===== config.mk =====
export PLATFORM = sky130hd
export DESIGN_NAME = rvc_asap_mem_dump
export DESIGN_NICKNAME = d
export VERILOG_FILES = /design/src/rtl/rvc_asap_mem_dump.sv
export SDC_FILE = /design/constraint.sdc
export NUM_CORES = 1
export LEC_CHECK = 0
export BUFFER_PORTS_ARGS = -buffer_cell sky130_fd_sc_hd__buf_2
export CAP_MARGIN = 20
export CORE_ASPECT_RATIO = 0.75
export CORE_MARGIN = 3
export CORE_UTILIZATION = 40
export CTS_CLUSTER_SIZE = 24
export DETAILED_ROUTE_END_ITERATION = 8
export GPL_TIMING_DRIVEN = 1
export PLACE_DENSITY = 0.73
export SLEW_MARGIN = 20
export SYNTH_ARGS = -nofsm -noshare
export SYNTH_HDL_FRONTEND = slang
export SYNTH_SLANG_ARGS = --single-unit

===== constraint.sdc =====
create_clock -name Clock -period 3.6 [get_ports Clock]
set_input_delay 0.18 -clock Clock [delete_from_list [all_inputs] [get_ports Clock]]
set_output_delay 0.18 -clock Clock [all_outputs]
set_load 0.01 [all_outputs]

===== src/rtl/rvc_asap_mem_dump.sv =====
`default_nettype none
// ============================================================================
//  Module   : rvc_asap_mem_dump
//  Purpose  : End-of-test data-memory dump engine. On ebreak or a Start pulse
//             it freezes the core, reads BASE_ADDR..BASE_ADDR+4*NUM_WORDS-1
//             through the front-door read port and streams each word out on
//             a valid/ready channel while keeping a running checksum.
//  Revision : 1.0  initial release
// ============================================================================
module rvc_asap_mem_dump #(
   parameter logic [31:0] BASE_ADDR = 32'h0000_1000,
   parameter int          NUM_WORDS = 1024
) (
   input  logic        Clock,
   input  logic        Rst,
   input  logic [31:0] Instruction,
   input  logic        Start,
   output logic        Halt,
   output logic        MemRdEn,
   output logic [31:0] MemRdAddr,
   input  logic [31:0] MemRdData,
   output logic        DumpValid,
   input  logic        DumpReady,
   output logic [31:0] DumpAddr,
   output logic [31:0] DumpData,
   output logic        DumpLast,
   output logic        Done,
   output logic [31:0] Checksum
);

   localparam logic [31:0] EBREAK   = 32'h0010_0073;
   // 17-bit index so that NUM_WORDS = 2^16 is representable as a count
   localparam logic [16:0] LAST_IDX = 17'(NUM_WORDS - 1);

   localparam logic [2:0] S_IDLE = 3'd0;
   localparam logic [2:0] S_READ = 3'd1;
   localparam logic [2:0] S_WAIT = 3'd2;
   localparam logic [2:0] S_SEND = 3'd3;
   localparam logic [2:0] S_DONE = 3'd4;

   logic [2:0]  state;
   logic [31:0] addr;
   logic [16:0] count;
   logic [31:0] data;
   logic [31:0] checksum;

   logic        trigger;
   logic        is_last;
   logic        in_send;

   assign trigger = Start || (Instruction == EBREAK);
   assign is_last = (count == LAST_IDX);
   assign in_send = (state == S_SEND);

   // Dump sequencer: one READ/WAIT/SEND round per word, sticky DONE
   always_ff @(posedge Clock or posedge Rst) begin
      if (Rst) begin
         state    <= S_IDLE;
         addr     <= '0;
         count    <= '0;
         data     <= '0;
         checksum <= '0;
      end else begin
         case (state)
            S_IDLE: begin
               if (trigger) begin
                  state    <= S_READ;
                  addr     <= BASE_ADDR;
                  count    <= '0;
                  checksum <= '0;
               end
            end
            S_READ: begin
               state <= S_WAIT;
            end
            S_WAIT: begin
               // Read data arrives one cycle after the strobe
               data  <= MemRdData;
               state <= S_SEND;
            end
            S_SEND: begin
               if (DumpReady) begin
                  checksum <= checksum + data;
                  addr     <= addr + 32'd4;
                  count    <= count + 17'd1;
                  state    <= is_last ? S_DONE : S_READ;
               end
            end
            S_DONE: begin
               state <= S_DONE;
            end
            default: begin
               state <= S_IDLE;
            end
         endcase
      end
   end

   // Outputs decode from state; data-path outputs are forced to zero when idle
   assign Halt      = (state != S_IDLE);
   assign MemRdEn   = (state == S_READ);
   assign MemRdAddr = (state == S_READ) ? addr : 32'd0;
   assign DumpValid = in_send;
   assign DumpAddr  = in_send ? addr : 32'd0;
   assign DumpData  = in_send ? data : 32'd0;
   assign DumpLast  = in_send && is_last;
   assign Done      = (state == S_DONE);
   assign Checksum  = checksum;

endmodule
`default_nettype wire


Yosys cells after proc, flatten, opt, wreduce, memory -nomap -nowiden
Index checks and enable logic that the tools add are counted.
- register bits: 116
- output and inout port bits: 133
- input port bits: 68
- logic and storage cells: 39
- equality and inequality tests: 8
- reduce and logical (&&, ||, !) cells: 7
- add/subtract/negate cells: 3
- multiplexer cells: 16
- operator list (operator ; number):
    2-to-1 mux 32 bit ; 7
    one-hot mux 32 bit (2 select lines) ; 2
    2-to-1 mux 17 bit ; 2
    one-hot mux 17 bit (2 select lines) ; 1
    adder 32 x 3 -> 32 bit (second input constant) ; 1
    adder 32 bit ; 1
    == test 32 x 21 -> 1 bit (second input constant) ; 1
    adder 17 x 1 -> 17 bit (second input constant) ; 1
    == test 17 x 10 -> 1 bit (second input constant) ; 1
    one-hot mux 3 bit (5 select lines) ; 1
    2-to-1 mux 3 bit ; 3
    == test 3 x 2 -> 1 bit (second input constant) ; 2
    inequality test 2 bit (second input constant) ; 2
    == test 3 x 1 -> 1 bit (second input constant) ; 1
    == test 3 bit (second input constant) ; 1
    zero test 3 bit ; 1
    AND reduction 3 bit ; 1
    nonzero test 3 bit ; 1
    AND reduction 2 bit ; 1
    nonzero test 2 bit ; 1
    logical AND 1 bit ; 1
    logical OR 1 bit ; 1

Logic depth before layout (Yosys ltp)
- word-level depth: 4
- gate-level depth with buffers: 12
- gate-level depth less buffers: 12

Worst setup path after synthesis
No wires, ideal clock.
- kind: register to register
- from: register checksum[0] (netlist: Checksum[0])
- to: register checksum[22] (netlist: Checksum[22])
- data arrival time: 2.569 ns
- clock period less this slack: 2.638 ns
- setup time: 0.069 ns
- cell stages (with the launch flop): 13
- required time: 3.531 ns
- path slack: 0.962 ns
- path buffers: 0
- path through: dfrtp_1 -> ha_1 -> inv_1 -> fa_1 -> nor2b_1 -> o2111ai_1 -> a21oi_1 -> nor2_1 -> o31ai_1 -> a31o_2 -> nand3_1 -> a211o_1 -> nand3_1
- word-level cells in the longest chain between the ends: 3
- RTL lines (element ; RTL line ; source):
    start: declaration ; 45 ; logic [31:0] checksum;
    start signal: assignment ; 83 ; checksum <= checksum + data;
    adder 32 bit ; 83 ;
    2-to-1 mux 32 bit ; 82 ; if (DumpReady) begin
    one-hot mux 32 bit (2 select lines) ; 64 ; case (state)
No other way between the ends. The select of a mux whose other input is x is not followed.
A chain may end at the register's enable or synchronous reset.

Worst setup path in the final report
Same ends and word-level chain as after synthesis.

==> out/qor_table.md <==
| Parameter | Value |
|---|---|
| Run status | finished, final reports clean |
| Min Tclk post-route | 3.00 ns |
| Clock tree skew after final layout | 0.00952 ns |
| Filler Cells Inserted | 1,580 |
| Sum of routed wire length over all layers | 18.9 mm |
| Clock latency at the later pin of the worst-skew pair | 0.42 ns |
| Measured slew at the worst slew-check pin | 0.853 ns |
| Arrival time at the worst endpoint | 3.34 ns |
| Overall die height | 121 um |
| Number of maximum-capacitance constraint violations | 0 |
| DRC violation total after the first TritonRoute iteration | 417 |
| CTS sink count | 114 |
| DRC violation count after routing | 0 |
| Class of the most critical setup path | reg -> reg |
| Bufs and invs on worst path | 1 |
| Met3 routing resource usage after global routing | 5.79% |
| Die area | 19,200 um2 |
| Most used cell along the critical path | sky130_fd_sc_hd__nand3_1 |
| Max Buffers Root-to-Sink | 2 |
| Cells after synthesis | 784 |
| Post-synth top area cell | sky130_fd_sc_hd__dfrtp_1 |
| Fmax | 334 MHz |
| Global routing met2 resource utilization | 29.6% |
| Async S/R FF share, synth | 100% |
| Highest fanout seen on the critical path | 5 |
| Clock transition at the register clock pins on the worst setup and hold paths after CTS | 0.05 ns |
| Cell with the most instances after synthesis | sky130_fd_sc_hd__dfrtp_1 |
| Final setup fails | 0 |
| Total negative setup slack | 0 ns |
| RSZ-0062 raised after global routing | false |
| Critical path capture point type | register |
| GR Overflow Total | 0 |
| Synth cell types | 54 |
| Cells along the critical path | ha_1, inv_1, fa_1, nor2b_1, o2111ai_1, a21oi_1, nor2_1, o31ai_1, a31o_2, nand3_1, a211o_1, nand3_1 |
| Clock tree from TritonCTS | yes |
| Area of the mapped netlist | 7010 um2 |
| Share of layout cells above drive strength 1 | 27.8% |
| Register bit total from synthesis | 114 |
| Power density over the cells | 900 nW/um2 |
| Top Family by Delay on Critical Path | compound AO/OA/AOI/OAI gates |
| Root Driver | sky130_fd_sc_hd__clkbuf_16 |
| Share of the yosys chip area belonging to registers | 40.7% |
| Area growth syn-to-layout | 31.0% |
| Final Cycle Share | 83.2% |
| Largest cells by area after synthesis | sky130_fd_sc_hd__dfrtp_1 41%, sky130_fd_sc_hd__and2_1 8.2%, sky130_fd_sc_hd__ha_1 5.9%, sky130_fd_sc_hd__o21ai_0 5.9%, sky130_fd_sc_hd__mux2_2 5.0% |
| Synth Warn # | 0 |
| Initial antenna violation count | 0 |
| Horizontal die dimension | 159 um |
| Number of port buffers | 196 |
| Stage delay of the slowest cell on the critical path | 0.41 ns |
| Data required time of the worst path | 3.94 ns |
| Avg Vias per Cell | 5.17 |
| Average wire per standard cell | 15.0 um |
| Number of antenna diodes | 0 |
| Maximum number of pins on one net before global-route repair | 64 |
| HPWL Detailed | 13.2 mm |
| Final weighted congestion in routability-driven placement | 0.870 |
| Post_cts resized | 0 |
| Routed Antenna Nets | 0 |
| Synth top cells by count | 114 x sky130_fd_sc_hd__dfrtp_1, 92 x sky130_fd_sc_hd__and2_1, 85 x sky130_fd_sc_hd__nand2_1, 82 x sky130_fd_sc_hd__o21ai_0, 58 x sky130_fd_sc_hd__nor2_1 |
| Tot GR Track Use | 19.7% |
| Via count of the first global-routing pass | 6,095 |
| Final count of hold timing violations | 0 |
| Starting density of the core | 41.3% |
| Standard cell core area | 17,000 um2 |
| Highest-delay cell along the critical path | sky130_fd_sc_hd__fa_1 |
| Slew HR | 43.1% |
| Overall via count from detail_route | 6,488 |
| Mean post-synth cell area | 8.94 um2 |
| Maximum VDD drop | 0.639 mV |
| Commonest register cell after synthesis | sky130_fd_sc_hd__dfrtp_1 |
| Site Rows | 41 |
| Number of enable-type register cells in the synthesized netlist | 0 |
| Total number of nets in the final design | 1,107 |
| Clock H-tree levels | 4 |
| Final max-slew violation count | 0 |
| Number of buffers created by CTS | 17 |
| DR pass1 iterations | 5 |
| Critical Path Source Type | register |
| Top-Level Pins | 201 |
| Class of the worst hold path | in -> reg |
| Met1 track demand over resource in global routing | 27.6% |
| Worst hold margin | 0.0387 ns |
| Wire length of the first global-routing pass | 30.9 mm |
| Synth top area share | 40.7% |
| Layer carrying the most global-route usage | met2 |
| Static Leakage | 4.53 nW |
per-layer routing:
metal / wire (um) / up-vias
met1: 9190 / 3093
met3: 1230 / 17
li1: - / 3190
met5: 0 / -
met2: 8200 / 188
met4: 228 / 0
flip-flops by register name, summed over array words and instances, names as in the netlist:
signal and count:
Checksum 32, data 32, state 3, addr 30
count 17
what timing repair did:
item | in CTS | in global routing
hold buffers | 31 | 1
endpoints found under the hold margin | 90 | 1
setup endpoints to repair | 0 | 0
buffers inserted | 0 | 0
per-stage QoR:
| stage | area (um2) | power [mW] | cells | worst slack (ns) | util [%] |
|---|---|---|---|---|---|
| after floorplan | 7020 | 5.20 | 787 | 0.404 | - |
| after global placement | 8240 | 6.39 | 1190 | 0.757 | 48.5 |
| after detailed placement | 8240 | 6.47 | 1190 | 0.631 | 48.5 |
| after CTS | 9170 | 8.30 | 1253 | 0.602 | 54.0 |
| after global routing | 9180 | 8.94 | 1254 | 0.324 | 54.1 |
| final | 9180 | 8.26 | 1254 | 0.605 | 54.1 |
worst paths after layout:
path | start | end | slack [ns] | depth (start not counted)
worst max-delay path | Checksum[0] | Checksum[22] | 0.60 | 12
worst min-delay path | MemRdData[23] | data[23] | 0.04 | 2
worst max register to register | Checksum[0] | Checksum[22] | 0.60 | 12
worst min register to register | count[6] | count[6] | 0.50 | 1
max in group asynchronous | Rst | Checksum[17] | 2.36 | 4
min in group asynchronous | Rst | addr[28] | 0.48 | 3
kinds of logic after synthesis:
kind of cell               synth area share [%]
DFF                                        40.7
xor gates and xnor gates                   5.62
buffers and inverters                      3.07
other                                    0.0535
and+or+nand+nor                            24.6
adders and majority gates                  6.18
muxes                                      5.12
AOI/OAI and AO/OA                          14.7
final cells by class:
type / instances / area [um2] / area share [%]
Tap cell: 236 / 295 / 3.22
Multi-Input combinational cell: 621 / 3970 / 43.2
Inverter: 12 / 47.5 / 0.518
Clock inverter: 7 / 93.8 / 1.02
Timing Repair Buffer: 239 / 1400 / 15.2
Sequential cell: 114 / 2850 / 31.1
Clock buffer: 25 / 526 / 5.73
power breakdown:
group / total [mW] / internal [mW] / switching [mW] / leakage [nW]
combinational: 4.42 / 1.90 / 2.52 / 2.77
clock: 1.74 / 1.15 / 0.594 / 0.302
sequential: 2.10 / 1.71 / 0.380 / 1.46
total: 8.26 / 4.76 / 3.50 / 4.53
placed cells by master (no fill, tap or decap), drive strengths merged, types with 16 or more instances in the layout:
| master | instances |
|---|---|
| nand3 | 26 |
| dfrtp | 114 |
| nand2 | 85 |
| clkbuf | 25 |
| nor2 | 58 |
| ha | 33 |
| and2 | 92 |
| buf | 207 |
| mux2 | 31 |
| a21o | 16 |
| xor2 | 24 |
| xnor2 | 21 |
| o21ai | 82 |
| dlygate4sd3 | 32 |
| a21oi | 29 |
Note: power is estimated with default switching activity, not from simulation.
